==> src/rtl/uart_rx_if.sv <==
// Byte-side handshake between the UART receiver and the bus-side peripheral wrapper.
// master = receiver (produces bytes and status pulses), slave = consumer.
interface uart_rx_if;
  logic [7:0] rx_data;
  logic       rx_data_valid;
  logic       rx_data_ready;
  logic       frame_err;
  logic       overrun;
  logic       busy;

  modport master (
    output rx_data, rx_data_valid, frame_err, overrun, busy,
    input  rx_data_ready
  );

  modport slave (
    input  rx_data, rx_data_valid, frame_err, overrun, busy,
    output rx_data_ready
  );
endinterface

==> src/rtl/uart_rx.sv <==
// 8N1 UART receiver: synchronised input, mid-bit sampling, stop-bit check,
// valid/ready byte delivery with one-cycle frame_err / overrun pulses.
module uart_rx #(
  parameter int CLK_FREQUENCY = 50,
  parameter int BAUD_RATE     = 115200
) (
  input  logic        clk,
  input  logic        rst,
  input  logic        rx_pin,
  uart_rx_if.master   bus
);
  localparam int CYCLE = CLK_FREQUENCY * 1000000 / BAUD_RATE;
  localparam int HALF  = CYCLE / 2;
  localparam logic [15:0] HALF_M1  = 16'(HALF - 1);
  localparam logic [15:0] CYCLE_M1 = 16'(CYCLE - 1);

  typedef enum logic [1:0] {S_IDLE, S_START, S_DATA, S_STOP} state_t;

  state_t      state;
  logic [15:0] cycle_cnt;
  logic [2:0]  bit_cnt;
  logic [7:0]  shift_reg;
  logic        rx_meta, rx_sync, rx_sync_d;

  // Reset to the idle level so leaving reset never looks like a start edge.
  always_ff @(posedge clk or posedge rst) begin
    if (rst) begin
      rx_meta   <= 1'b1;
      rx_sync   <= 1'b1;
      rx_sync_d <= 1'b1;
    end else begin
      rx_meta   <= rx_pin;
      rx_sync   <= rx_meta;
      rx_sync_d <= rx_sync;
    end
  end

  assign bus.busy = (state != S_IDLE);

  always_ff @(posedge clk or posedge rst) begin
    if (rst) begin
      state             <= S_IDLE;
      cycle_cnt         <= '0;
      bit_cnt           <= '0;
      shift_reg         <= '0;
      bus.rx_data       <= '0;
      bus.rx_data_valid <= 1'b0;
      bus.frame_err     <= 1'b0;
      bus.overrun       <= 1'b0;
    end else begin
      bus.frame_err <= 1'b0;
      bus.overrun   <= 1'b0;
      if (bus.rx_data_valid && bus.rx_data_ready)
        bus.rx_data_valid <= 1'b0;

      case (state)
        S_IDLE: begin
          cycle_cnt <= '0;
          bit_cnt   <= '0;
          // Edge-triggered so a held-low break line cannot restart a frame.
          if (rx_sync_d && !rx_sync)
            state <= S_START;
        end
        S_START: begin
          if (cycle_cnt == HALF_M1 && rx_sync) begin
            state     <= S_IDLE;
            cycle_cnt <= '0;
          end else if (cycle_cnt == CYCLE_M1) begin
            state     <= S_DATA;
            cycle_cnt <= '0;
          end else begin
            cycle_cnt <= cycle_cnt + 16'd1;
          end
        end
        S_DATA: begin
          if (cycle_cnt == HALF_M1)
            shift_reg[bit_cnt] <= rx_sync;
          if (cycle_cnt == CYCLE_M1) begin
            cycle_cnt <= '0;
            if (bit_cnt == 3'd7) begin
              state   <= S_STOP;
              bit_cnt <= '0;
            end else begin
              bit_cnt <= bit_cnt + 3'd1;
            end
          end else begin
            cycle_cnt <= cycle_cnt + 16'd1;
          end
        end
        S_STOP: begin
          // Leave at mid-stop so a back-to-back start edge is not missed.
          if (cycle_cnt == HALF_M1) begin
            state     <= S_IDLE;
            cycle_cnt <= '0;
            if (rx_sync) begin
              bus.rx_data       <= shift_reg;
              bus.rx_data_valid <= 1'b1;
              bus.overrun       <= bus.rx_data_valid && !bus.rx_data_ready;
            end else begin
              bus.frame_err <= 1'b1;
            end
          end else begin
            cycle_cnt <= cycle_cnt + 16'd1;
          end
        end
        default: state <= S_IDLE;
      endcase
    end
  end
endmodule

==> src/flat_wrapper.sv <==
// flat-port wrapper written by rule: the top's interface ports become plain ports
module uart_rx_flat 
#(
  parameter int CLK_FREQUENCY = 50,
  parameter int BAUD_RATE     = 115200
)
  (clk, rst, rx_pin, bus_rx_data, bus_rx_data_valid, bus_frame_err, bus_overrun, bus_busy, bus_rx_data_ready);
  uart_rx_if bus_i ();
  input  logic clk;
  input  logic rst;
  input  logic rx_pin;
  output wire logic [$bits(bus_i.rx_data)-1:0] bus_rx_data;
  output wire logic [$bits(bus_i.rx_data_valid)-1:0] bus_rx_data_valid;
  output wire logic [$bits(bus_i.frame_err)-1:0] bus_frame_err;
  output wire logic [$bits(bus_i.overrun)-1:0] bus_overrun;
  output wire logic [$bits(bus_i.busy)-1:0] bus_busy;
  input wire logic [$bits(bus_i.rx_data_ready)-1:0] bus_rx_data_ready;
  assign bus_rx_data = bus_i.rx_data;
  assign bus_rx_data_valid = bus_i.rx_data_valid;
  assign bus_frame_err = bus_i.frame_err;
  assign bus_overrun = bus_i.overrun;
  assign bus_busy = bus_i.busy;
  assign bus_i.rx_data_ready = bus_rx_data_ready;
  uart_rx #(.CLK_FREQUENCY(CLK_FREQUENCY), .BAUD_RATE(BAUD_RATE)) u_core (.clk(clk), .rst(rst), .rx_pin(rx_pin), .bus(bus_i));
endmodule
==> config.mk <==
export PLATFORM = sky130hd
export DESIGN_NAME = uart_rx_flat
export DESIGN_NICKNAME = d
export VERILOG_FILES = /design/src/rtl/uart_rx_if.sv /design/src/rtl/uart_rx.sv /design/src/flat_wrapper.sv
export SDC_FILE = /design/constraint.sdc
export NUM_CORES = 1
export LEC_CHECK = 0
export ABC_AREA = 1
export BUFFER_PORTS_ARGS = -buffer_cell sky130_fd_sc_hd__buf_4
export CORE_ASPECT_RATIO = 0.8
export CORE_MARGIN = 2
export CORE_UTILIZATION = 60
export DETAILED_ROUTE_END_ITERATION = 16
export PLACE_DENSITY = 0.79
export SLEW_MARGIN = 20
export SYNTH_ARGS = -nofsm -noshare
export SYNTH_HDL_FRONTEND = slang
export SYNTH_SLANG_ARGS = --single-unit
==> constraint.sdc <==
create_clock -name clk -period 2.47 [get_ports clk]
set_input_delay 0.3705 -clock clk [delete_from_list [all_inputs] [get_ports clk]]
set_output_delay 0.3705 -clock clk [all_outputs]
set_load 0.02 [all_outputs]
# --- Word level (Yosys, flattened, before mapping) ---
# Index checks and enable logic that the tools add are counted.
# Widths: inputs -> output; s select.
classes:
  n_reduce_logical: 14
  n_lt_le_gt_ge: 2
  addsub: 2
  n_eq_ne: 11
  muxes: 27
op_table:
  columns: ["cell", "n"]
  rows:
  - ["$pmux 16 s4", 1]
  - ["$mux 16", 3]
  - ["$add 16x1->16 const B", 1]
  - ["$eq 16x8->1 const B", 1]
  - ["$eq 16x9->1 const B", 1]
  - ["$mux 2", 6]
  - ["$mux 1", 11]
  - ["$bwmux 8", 1]
  - ["$ne 2x1->1 const B", 4]
  - ["$pmux 2 s4", 1]
  - ["$mux 3", 2]
  - ["$pmux 3 s2", 1]
  - ["$logic_and 1x1->1", 5]
  - ["$reduce_and 5->1", 1]
  - ["$eq 2x2->1 const B", 2]
  - ["$lt 3x4->1 const B", 1]
  - ["$reduce_and 2->1", 2]
  - ["$reduce_bool 2->1", 2]
  - ["$add 3x1->3 const B", 1]
  - ["$demux 1 s3", 1]
  - ["$eq 3x3->1 const B", 1]
  - ["$ge 3x1->1 const B", 1]
  - ["$ne 3x1->1 const B", 1]
  - ["$reduce_and 3->1", 1]
  - ["other kinds (3)", 4]
totals:
  elab_cells: 67
  ff_bits: 43
  output_inout_bits: 12
  input_bits: 4

# --- Longest topological paths before layout ---
# Gate-level depths: netlist of the first run.
depth:
  depth_word: 5
  ltp_mapped: 11

# --- Least setup slack after synthesis of the first run ---
# Ideal clock, no wire load.
synth_path:
  path_type: "register to register"
  startpoint: "register u_core.cycle_cnt[0]"
  endpoint: "register u_core.cycle_cnt[6]"
  synth_period_minus_slack_ps: 1602
  slack_ps: 868
  setup_ps: 122
  required_time_ps: 2348
  path_stages_with_launch: 11
  t_arrival_ps: 1480
  path_cell_list: "dfrtp_1 inv_1 ha_1 nand3b_1 nor2_2 nand2_2 nand2_2 nand2_2 a31oi_4 buf_6 nor2_2"
synth_between:
  elab_chain_len: 4
  elab_cells_between_ends: 8
  classes_between: "add/sub: 1; eq/ne: 2; mux: 4; reduce/logical: 1"
synth_lines:
  columns: ["item", "line_no", "rtl"]
  rows:
  - ["start, declared", "uart_rx.sv:20", "logic [15:0] cycle_cnt;"]
  - ["start signal, assigned", "uart_rx.sv:72", "cycle_cnt <= cycle_cnt + 16'd1;"]
  - ["start signal, assigned", "uart_rx.sv:87", "cycle_cnt <= cycle_cnt + 16'd1;"]
  - ["start signal, assigned", "uart_rx.sv:103", "cycle_cnt <= cycle_cnt + 16'd1;"]
  - ["$add 16x1->16, or another cell as far along", "uart_rx.sv:72, uart_rx.sv:87, uart_rx.sv:103", null]
  - ["$mux 16 / $logic_and 1x1->1 (equally long branches)", "uart_rx.sv:68, uart_rx.sv:78, uart_rx.sv:65", null]
  - ["$mux 16", "uart_rx.sv:65", "if (cycle_cnt == HALF_M1 && rx_sync) begin"]
  - ["$pmux 16 s4 *", "uart_rx.sv:56", "case (state)"]
# Mark *: on every way between the ends. The rest lies on a longest branch, timed or not.
# A chain may end at the register's enable or synchronous reset.

# --- Worst setup path in the final report of the first run ---
layout_path:
  startpoint: "register u_core.cycle_cnt[0]"
  endpoint: "register u_core.cycle_cnt[15]"
# The elaborated chain is that of the path after synthesis.

==> flow_summary.yaml, run 1 <==
cells_and_area:
  stdcell_count: 324
  fill_cells: 304
  multi_input_area_sq_um: 943.4
  largest_reg_flops: 16
  drive_gt1_share_pct: 20.21
  fin_nets: 290
  area_growth_pct: 11.49
  area.sequential_sq_um: 1080
  fin_area_sq_um: 2416
  antennaDiodeCount: 0
clock_network:
  clk_pin_slew_worst_paths_ns: 0.08
  root_buffer: "clkbuf_8"
  cts_setup_buffers: 0
  worstSkewPairLatency_ns: 0.30
  cts_tree: "yes"
  cts_inserted_buffers: 5
  cts.sink_count: 43
  hold_buffers: 0
  cts_resized: 0
  cts_max_level: 2
  clk_path_buf_depth: 2
grt:
  grt_max_degree: 44
  antenna_found_initial: 0
  use_met2_pct: 33.47
  gr-max-usage-layer: "met2"
  globalRouteOverflowTotal: 0
  use_met3_pct: 4.174
  grt_first_pass_wirelength_mm: 7.127
  first_global_vias: 1590
  grt_usage_pct: 21.86
  use_met1_pct: 32.07
worst_hold_path:
  holdCritPathClass: "input pin to flip-flop"
  hold_end: "u_core.rx_meta$_DFF_PP1_"
  min_path_cells: 1
  hold_start: "rx_pin"
synth:
  synth_top_area_share_pct: 46.19
  synth_fp_nets: 269
  synth-seq-area-share_pct: 49.83
  synth_largest_area_cell: "dfrtp_1"
  synth_area_leaders: "dfrtp_1 46%, nand2_1 9.4%, nand3_1 5.8%, nor2_1 5.4%, inv_1 5.2%"
  yosysUniqueCellTypes: 25
  ys_warn_count: 0
  postSynthCellCount: 260
  avgSynthCellArea_sq_um: 8.335
  syn_area_sq_um: 2167
  synth-seq-cells: 43
placement:
  dp.final_hpwl_mm: 2.838
  gp_congestion: 0.8626
  placed_area_sq_um: 2323
  port_buffers: 15
  dp.cells: 316
floorplanning:
  core_sq_um: 3447
  ioPinCount: 16
  fp.dieW_microns: 71.19
  die_area_sq_um: 4112
  die_h_microns: 57.76
  row_count: 19
  start_util_pct: 62.87
detailed_routing:
  vias: 1668
  wl_per_cell_microns: 12.13
  wirelength_mm: 3.930
  drtIter0Drc: 144
  ant_nets: 0
  drc: 0
  firstDrtPassIters: 4
  viasPerCell: 5.148
critical_path:
  start_kind: "flip-flop"
  endpoint_kind: "flip-flop"
  worst_ep_arrival_time_ns: 2.06
  startpoint: "u_core.cycle_cnt[0]$_DFF_PP0_"
  path_class: "flip-flop to flip-flop"
  rr_startpoint: "u_core.cycle_cnt[0]$_DFF_PP0_"
  r2r-end: "u_core.cycle_cnt[15]$_DFF_PP0_"
  required_ns: 2.63
  critPathMaxFanout: 16
  r2r_cells: 9
  r2r_setup_slack_ns: 0.57
power_and_ir_drop:
  p_leak_nw: 1.099
  p_int_w: 0.001071
  swShare_pct: 35.61
  seqPwrFrac_pct: 47.6
  clkPwrFrac_pct: 27.5
  p_per_area_nw_per_um2: 688.7
  combPwrFrac_pct: 24.9
  power.net_switching_w: 0.0005926
  peakVddDrop_mv: 0.8218
sta:
  relSlewSlack_pct: 53.80
  timing.final.crit_share_pct: 76.80
  setup_violations: 0
  slew_violations: 0
  fin_skew_ns: 0.007459
  max_freq_ghz: 0.5272
  post-route-min-period_ns: 1.897
  hold_viol: 0
  rsz0062_at_grt: "false"
  worstMarginPinSlew_ns: 0.6866
  fin_setup_tns_ns: 0
flow_run:
  max_cap_violations: 0
run_status:
  run_status: "finished clean"
[per-layer routing]
metal,part of all wire (%),vias up,wire length [microns]
li1,-,864,-
met1,51,764,2000
met2,43,33,1699
met3,4.7,7,183
met4,1.2,0,46
met5,0,-,0
[Yosys cell counts]
cell and count:
a21o_1 1, a31oi_4 1, buf_2 1, buf_6 1, dfrtp_1 40, dfstp_2 3, ha_1 5, inv_1 30
inv_2 4, nand2_1 54, nand2_2 7, nand3_1 25, nand3_2 1, nand3b_1 1, nand4_1 2, nand4_2 1
nor2_1 31, nor2_2 14, nor2_4 2, nor3_1 5, nor4_1 1, o21ai_0 21, o21ai_1 1, xnor2_1 4
xor2_1 4
[layout make-up]
cell class                 instances  share of cell area [%]
clock buffer                       5                   2.848
clock inverter                     3                  0.9839
inverter                          34                   5.282
multi-input combinational        181                   39.05
sequential                        43                   44.69
tap                               42                   2.175
timing repair buffer              16                   4.972
[cells by family (layout without fill, tap and decap cells)]
logic type      count (synthesis)  after routing  share of synthesized area (%)
compound gates                 24             24                          6.409
xor+xnor                        8              8                          3.233
fa+ha+maj                       5              5                          2.887
buf+inv                        36             58                          6.639
flops                          43             43                          49.83
simple gates                  144            144                          31.00
[placed cells by master (no fill, tap or decap), drive strengths merged]
master    count
nand3b        1
nand2        61
o21ai        22
nand4         3
nor2         47
xnor2         4
a31oi         1
nor3          5
dfstp         3
clkbuf        5
xor2          4
dfrtp        40
nor4          1
ha            5
nand3        26
a21o          1
clkinvlp      2
inv          35
buf          16
[critical path, stage by stage, from the launching register on]
cell and delay (ns):
dfrtp_1 0.44, inv_1 0.08, ha_1 0.14, nand3b_1 0.12
nor2_2 0.14, nand2_2 0.08, nand2_2 0.09, nand2_2 0.07
a31oi_4 0.52, nor2_1 0.09
[how the worst max path moves through the flow]
stage | cells after the start | endpoint
6_report | 9 | u_core.cycle_cnt[15]$_DFF_PP0_
5_1_grt | 7 | u_core.cycle_cnt[15]$_DFF_PP0_
4_1_cts | 9 | u_core.cycle_cnt[15]$_DFF_PP0_
3_5_place_dp | 9 | u_core.cycle_cnt[15]$_DFF_PP0_
3_3_place_gp | 9 | u_core.cycle_cnt[15]$_DFF_PP0_
2_1_floorplan | 10 | u_core.cycle_cnt[6]$_DFF_PP0_
[metrics by stage]
step / hold slack [ns] / power [W] / setup slack, ns / utilization (%)
6_report: 0.1771 / 0.001664 / 0.5732 / 70.09
5_1_grt: 0.1670 / 0.001767 / 0.3877 / 70.09
4_1_cts: 0.1723 / 0.001678 / 0.5470 / 70.09
3_5_place_dp: 0.3491 / 0.001220 / 0.5603 / 67.40
3_3_place_gp: 0.3467 / 0.001211 / 0.6459 / 67.40
2_1_floorplan: 0.3452 / 0.001152 / 0.8677 / -
[power groups by stage]
| stage | combinational (W) | sequential, W | clock [W] |
|---|---|---|---|
| after floorplan | 0.000355 | 0.000796 | 0 |
| after global placement | 0.000409 | 0.000802 | 0 |
| after detailed placement | 0.000414 | 0.000805 | 0 |
| after CTS | 0.000418 | 0.000792 | 0.000469 |
| after global routing | 0.000467 | 0.000801 | 0.000500 |
| final | 0.000414 | 0.000792 | 0.000458 |
(Power assumes the default switching activity.)
==> run 2: changes to the inputs <==
Settings changed: CORE_UTILIZATION 60 to 59, PLACE_DENSITY 0.79 to 0.78.
Clock period 2.47 ns to 1.8 ns, I/O delays scaled along.
==> flow_summary.yaml, run 2 (same netlist as run 1, synthesis figures left out) <==
run_status:
  run_status: "finished clean"
floorplanning:
  core_sq_um: 3471
  row_count: 19
  ioPinCount: 16
  die_h_microns: 58.21
  start_util_pct: 62.44
  die_area_sq_um: 4177
  fp.dieW_microns: 71.76
sta:
  relSlewSlack_pct: 65.87
  rsz0062_at_grt: "true"
  post-route-min-period_ns: 1.684
  timing.final.crit_share_pct: 93.54
  worstMarginPinSlew_ns: 0.5120
  max_freq_ghz: 0.5939
  fin_setup_tns_ns: 0
  slew_violations: 0
  setup_violations: 0
  hold_viol: 0
  fin_skew_ns: 0.01118
grt:
  antenna_found_initial: 0
  grt_usage_pct: 21.71
  grt_max_degree: 44
  first_global_vias: 1571
  grt_first_pass_wirelength_mm: 6.927
  globalRouteOverflowTotal: 0
placement:
  placed_area_sq_um: 2359
  dp.final_hpwl_mm: 2.894
  gp_congestion: 0.9189
  dp.cells: 319
  port_buffers: 15
clock_network:
  cts.sink_count: 43
  cts_setup_buffers: 0
  cts_tree: "yes"
  cts_max_level: 2
  root_buffer: "clkbuf_8"
  cts_inserted_buffers: 5
  clk_path_buf_depth: 2
  clk_pin_slew_worst_paths_ns: 0.08
  worstSkewPairLatency_ns: 0.30
detailed_routing:
  wirelength_mm: 3.900
  wl_per_cell_microns: 11.93
  ant_nets: 0
  drtIter0Drc: 113
  viasPerCell: 5.116
  firstDrtPassIters: 8
  drc: 0
  vias: 1673
power_and_ir_drop:
  clkPwrFrac_pct: 29.7
  combPwrFrac_pct: 26.6
  seqPwrFrac_pct: 43.7
  report.power.total_w: 0.002496
  p_int_w: 0.001688
  power.net_switching_w: 0.0008075
  peakVddDrop_mv: 1.270
  swShare_pct: 32.36
  p_per_area_nw_per_um2: 1006
  p_leak_nw: 1.139
critical_path:
  start_kind: "flip-flop"
  worst_path_max_delay_cell: "dfrtp_2"
  worst_ep_arrival_time_ns: 1.88
  slowest_delay_ns: 0.44
  required_ns: 1.99
  critPathMaxFanout: 16
  path_cells: "inv_1, ha_1, nand3b_1, nor2_2, nand3_2, a31oi_4, buf_12, nor2_1"
  endpoint_kind: "flip-flop"
  path_class: "flip-flop to flip-flop"
cells_and_area:
  largest_reg_flops: 16
  fin_area_sq_um: 2481
  final_common_cell: "nand2_1"
  multi_input_area_sq_um: 952.2
  area.sequential_sq_um: 1081
  final_core_util_pct: 71.49
  antennaDiodeCount: 0
  final_cell_mix: "54 x nand2_1, 39 x dfrtp_1, 31 x nor2_1, 30 x inv_1, 25 x nand3_1"
  fill_cells: 288
  drive_gt1_share_pct: 21.40
  fin_nets: 293
  stdcell_count: 327
  area_growth_pct: 14.49
worst_hold_path:
  holdCritPathClass: "input pin to flip-flop"
flow_run:
  max_cap_violations: 0
## run 2: cell type report
class | count | area share [%]
flip-flops and latches | 43 | 43.57
inverters | 34 | 5.144
clock inverters | 3 | 1.765
clock buffers | 5 | 2.774
multi-input cells | 181 | 38.38
well taps | 42 | 2.118
repair buffers | 19 | 6.253
## run 2: timing repair
item                                   CTS  global route
setup endpoints to repair                0             9
gates resized for setup                  0             2
hold buffers                             0             0
endpoints found under the hold margin    0             0
## run 2: per-layer routing
layer  vias to the layer above  global-route usage, %  share of wire, %
li1                        872                      -                 -
met3                         5                  5.913               4.4
met1                       760                  30.74                50
met2                        36                  32.01                44
met4                         0                  8.625               1.3
met5                         -                      0                 0
## run 2: worst max-delay path: cells and delay by family, from the launching register on
kind / cells / cell delay [ns]
AOI/OAI and AO/OA: 1 / 0.21
and+or+nand+nor: 4 / 0.55
adders and majority gates: 1 / 0.13
DFF: 1 / 0.44
buffers and inverters: 2 / 0.25
## run 2: path summary, 6_finish.rpt
check                                              start  slack (ns)  depth (start not counted)                             to
max                        u_core.cycle_cnt[0]$_DFF_PP0_        0.12                          8  u_core.cycle_cnt[7]$_DFF_PP0_
min                                               rx_pin        0.08                          1       u_core.rx_meta$_DFF_PP1_
max reg2reg                u_core.cycle_cnt[0]$_DFF_PP0_        0.12                          8  u_core.cycle_cnt[7]$_DFF_PP0_
min reg2reg                     u_core.rx_meta$_DFF_PP1_        0.36                          0       u_core.rx_sync$_DFF_PP1_
max in group asynchronous                            rst        1.32                          3  u_core.cycle_cnt[0]$_DFF_PP0_
min in group asynchronous                            rst        0.10                          3  u_core.cycle_cnt[7]$_DFF_PP0_
## run 2: power by group through the flow
stage | clock (W) | combinational, W | sequential [W]
3_5_place_dp | 0 | 0.000665 | 0.00111
3_3_place_gp | 0 | 0.000651 | 0.00110
2_1_floorplan | 0 | 0.000488 | 0.00109
4_1_cts | 0.000765 | 0.000672 | 0.00109
5_1_grt | 0.000813 | 0.000757 | 0.00110
6_report | 0.000741 | 0.000665 | 0.00109
## run 2: per-stage QoR
stage               setup slack, ns  hold WS (ns)
floorplan                    0.1977        0.2745
global placement             0.1676        0.3501
detailed placement          0.07178        0.3475
CTS                         0.05360       0.06910
global route               -0.01200       0.06460
finish                       0.1163       0.08206
==> run 3: changes to the inputs <==
Settings changed: BUFFER_PORTS_ARGS -buffer_cell sky130_fd_sc_hd__buf_4 to -buffer_cell sky130_fd_sc_hd__buf_2.
==> flow_summary.yaml, run 3 (same netlist as run 1, synthesis figures left out) <==
run_status:
  run_status: "finished clean"
clock_network:
  worstSkewPairLatency_ns: 0.30
  cts_inserted_buffers: 5
  cts.sink_count: 43
  cts_tree: "yes"
  root_buffer: "clkbuf_8"
  cts_setup_buffers: 0
  cts_max_level: 2
  clk_path_buf_depth: 2
  clk_pin_slew_worst_paths_ns: 0.08
floorplanning:
  core_sq_um: 3471
  ioPinCount: 16
  fp.dieW_microns: 71.76
  die_area_sq_um: 4177
  start_util_pct: 62.44
  die_h_microns: 58.21
  row_count: 19
placement:
  port_buffers: 15
  dp_worst_setup_slack_ns: 0.1214
  dp.final_hpwl_mm: 2.783
  gp_congestion: 0.8855
detailed_routing:
  ant_nets: 0
  viasPerCell: 5.067
  wirelength_mm: 3.855
  firstDrtPassIters: 5
  wl_per_cell_microns: 11.75
  drc: 0
  vias: 1662
  drtIter0Drc: 121
critical_path:
  worst_path_max_delay_cell: "dfrtp_2"
  endpoint_kind: "flip-flop"
  required_ns: 1.99
  cp_common_cell: "nand2_2"
  slowest_delay_ns: 0.44
  worst_ep_arrival_time_ns: 1.87
  path_cells: "inv_1, ha_1, nand3b_1, nor2_2, nand2_2, nand2_2, nand2_2, a31oi_4, buf_12, nor2_1"
  critPathMaxFanout: 16
  path_class: "flip-flop to flip-flop"
  critPathBufInv: 2
  critical_path.top_delay_family: "simple AND/OR/NAND/NOR gates"
  start_kind: "flip-flop"
cells_and_area:
  final_cell_mix: "54 x nand2_1, 39 x dfrtp_1, 31 x nor2_1, 29 x inv_1, 25 x nand3_1"
  final_common_cell: "nand2_1"
  antennaDiodeCount: 0
  largest_reg_flops: 16
  fin_nets: 294
  area_growth_pct: 14.03
  drive_gt1_share_pct: 21.33
power_and_ir_drop:
  p_per_area_nw_per_um2: 1012
  p_leak_nw: 1.141
  peakVddDrop_mv: 0.9800
sta:
  setup_violations: 0
  timing.final.crit_share_pct: 93.32
  post-route-min-period_ns: 1.680
  fin_setup_tns_ns: 0
  worstMarginPinSlew_ns: 0.5803
  fin_skew_ns: 0.007629
  rsz0062_at_grt: "false"
  hold_viol: 0
  relSlewSlack_pct: 61.07
  slew_violations: 0
  setup_slack_ns: 0.1202
  max_freq_ghz: 0.5953
worst_hold_path:
  holdCritPathClass: "input pin to flip-flop"
grt:
  grt_first_pass_wirelength_mm: 6.810
  grt_usage_pct: 21.14
  antenna_found_initial: 0
  globalRouteOverflowTotal: 0
  grt_max_degree: 29
  first_global_vias: 1493
flow_run:
  max_cap_violations: 0
==> run 3: area by class of cell <==
cell class / count / area, sq um
clock buffer: 5 / 68.82
clock inverter: 3 / 43.79
fill: 262 / 999.7
inverter: 34 / 127.6
multi-input combinational: 181 / 957.2
sequential: 43 / 1081
tap: 42 / 52.55
timing repair buffer: 20 / 140.1
==> run 3: stage by stage <==
stage	hold WS [ns]	util, %	power, W	cell area [sq um]	instances
finish	0.06979	71.20	0.002501	2471	328
CTS	0.06682	70.76	0.002513	2456	328
detailed placement	0.2849	67.23	0.001756	2333	319
global placement	0.2807	67.23	0.001750	2333	319
floorplan	0.2745	-	0.001581	2167	260
global route	0.05340	71.20	0.002647	2471	328
==> run 3: where the power goes <==
part	total, W	leakage [nW]	internal [W]	switching (W)
Clock	0.000745	0.0581	0.000413	0.000332
Combinational	0.000664	0.501	0.000246	0.000418
Sequential	0.00109	0.582	0.00103	0.0000653
==> run 3: path summary, 6_finish.rpt <==
kind	startpoint	to	slack, ns	depth (start not counted)
setup / recovery	u_core.cycle_cnt[0]$_DFF_PP0_	u_core.cycle_cnt[4]$_DFF_PP0_	0.12	10
min in group asynchronous	rst	u_core.cycle_cnt[12]$_DFF_PP0_	0.49	3
max in group asynchronous	rst	u_core.rx_sync_d$_DFF_PP1_	0.74	4
hold / removal	rx_pin	u_core.rx_meta$_DFF_PP1_	0.07	1
setup reg to reg	u_core.cycle_cnt[0]$_DFF_PP0_	u_core.cycle_cnt[4]$_DFF_PP0_	0.12	10
hold reg to reg	u_core.rx_meta$_DFF_PP1_	u_core.rx_sync$_DFF_PP1_	0.36	0
==> run 3: layer usage <==
layer / vias to the layer above / part of all wire (%) / global-route usage (%)
met2: 35 / 43 / 30.03
met1: 746 / 53 / 32.23
met5: - / 0 / 0
met3: 4 / 3.9 / 5.565
li1: 877 / - / -
met4: 0 / 0.70 / 5.660
==> run 3: timing repair <==
item / 4_1_cts / 5_1_grt
hold buffers: 1 / 0
resized for setup: 0 / 4
setup endpoints to repair: 0 / 9
hold endpoints to repair: 13 / 0
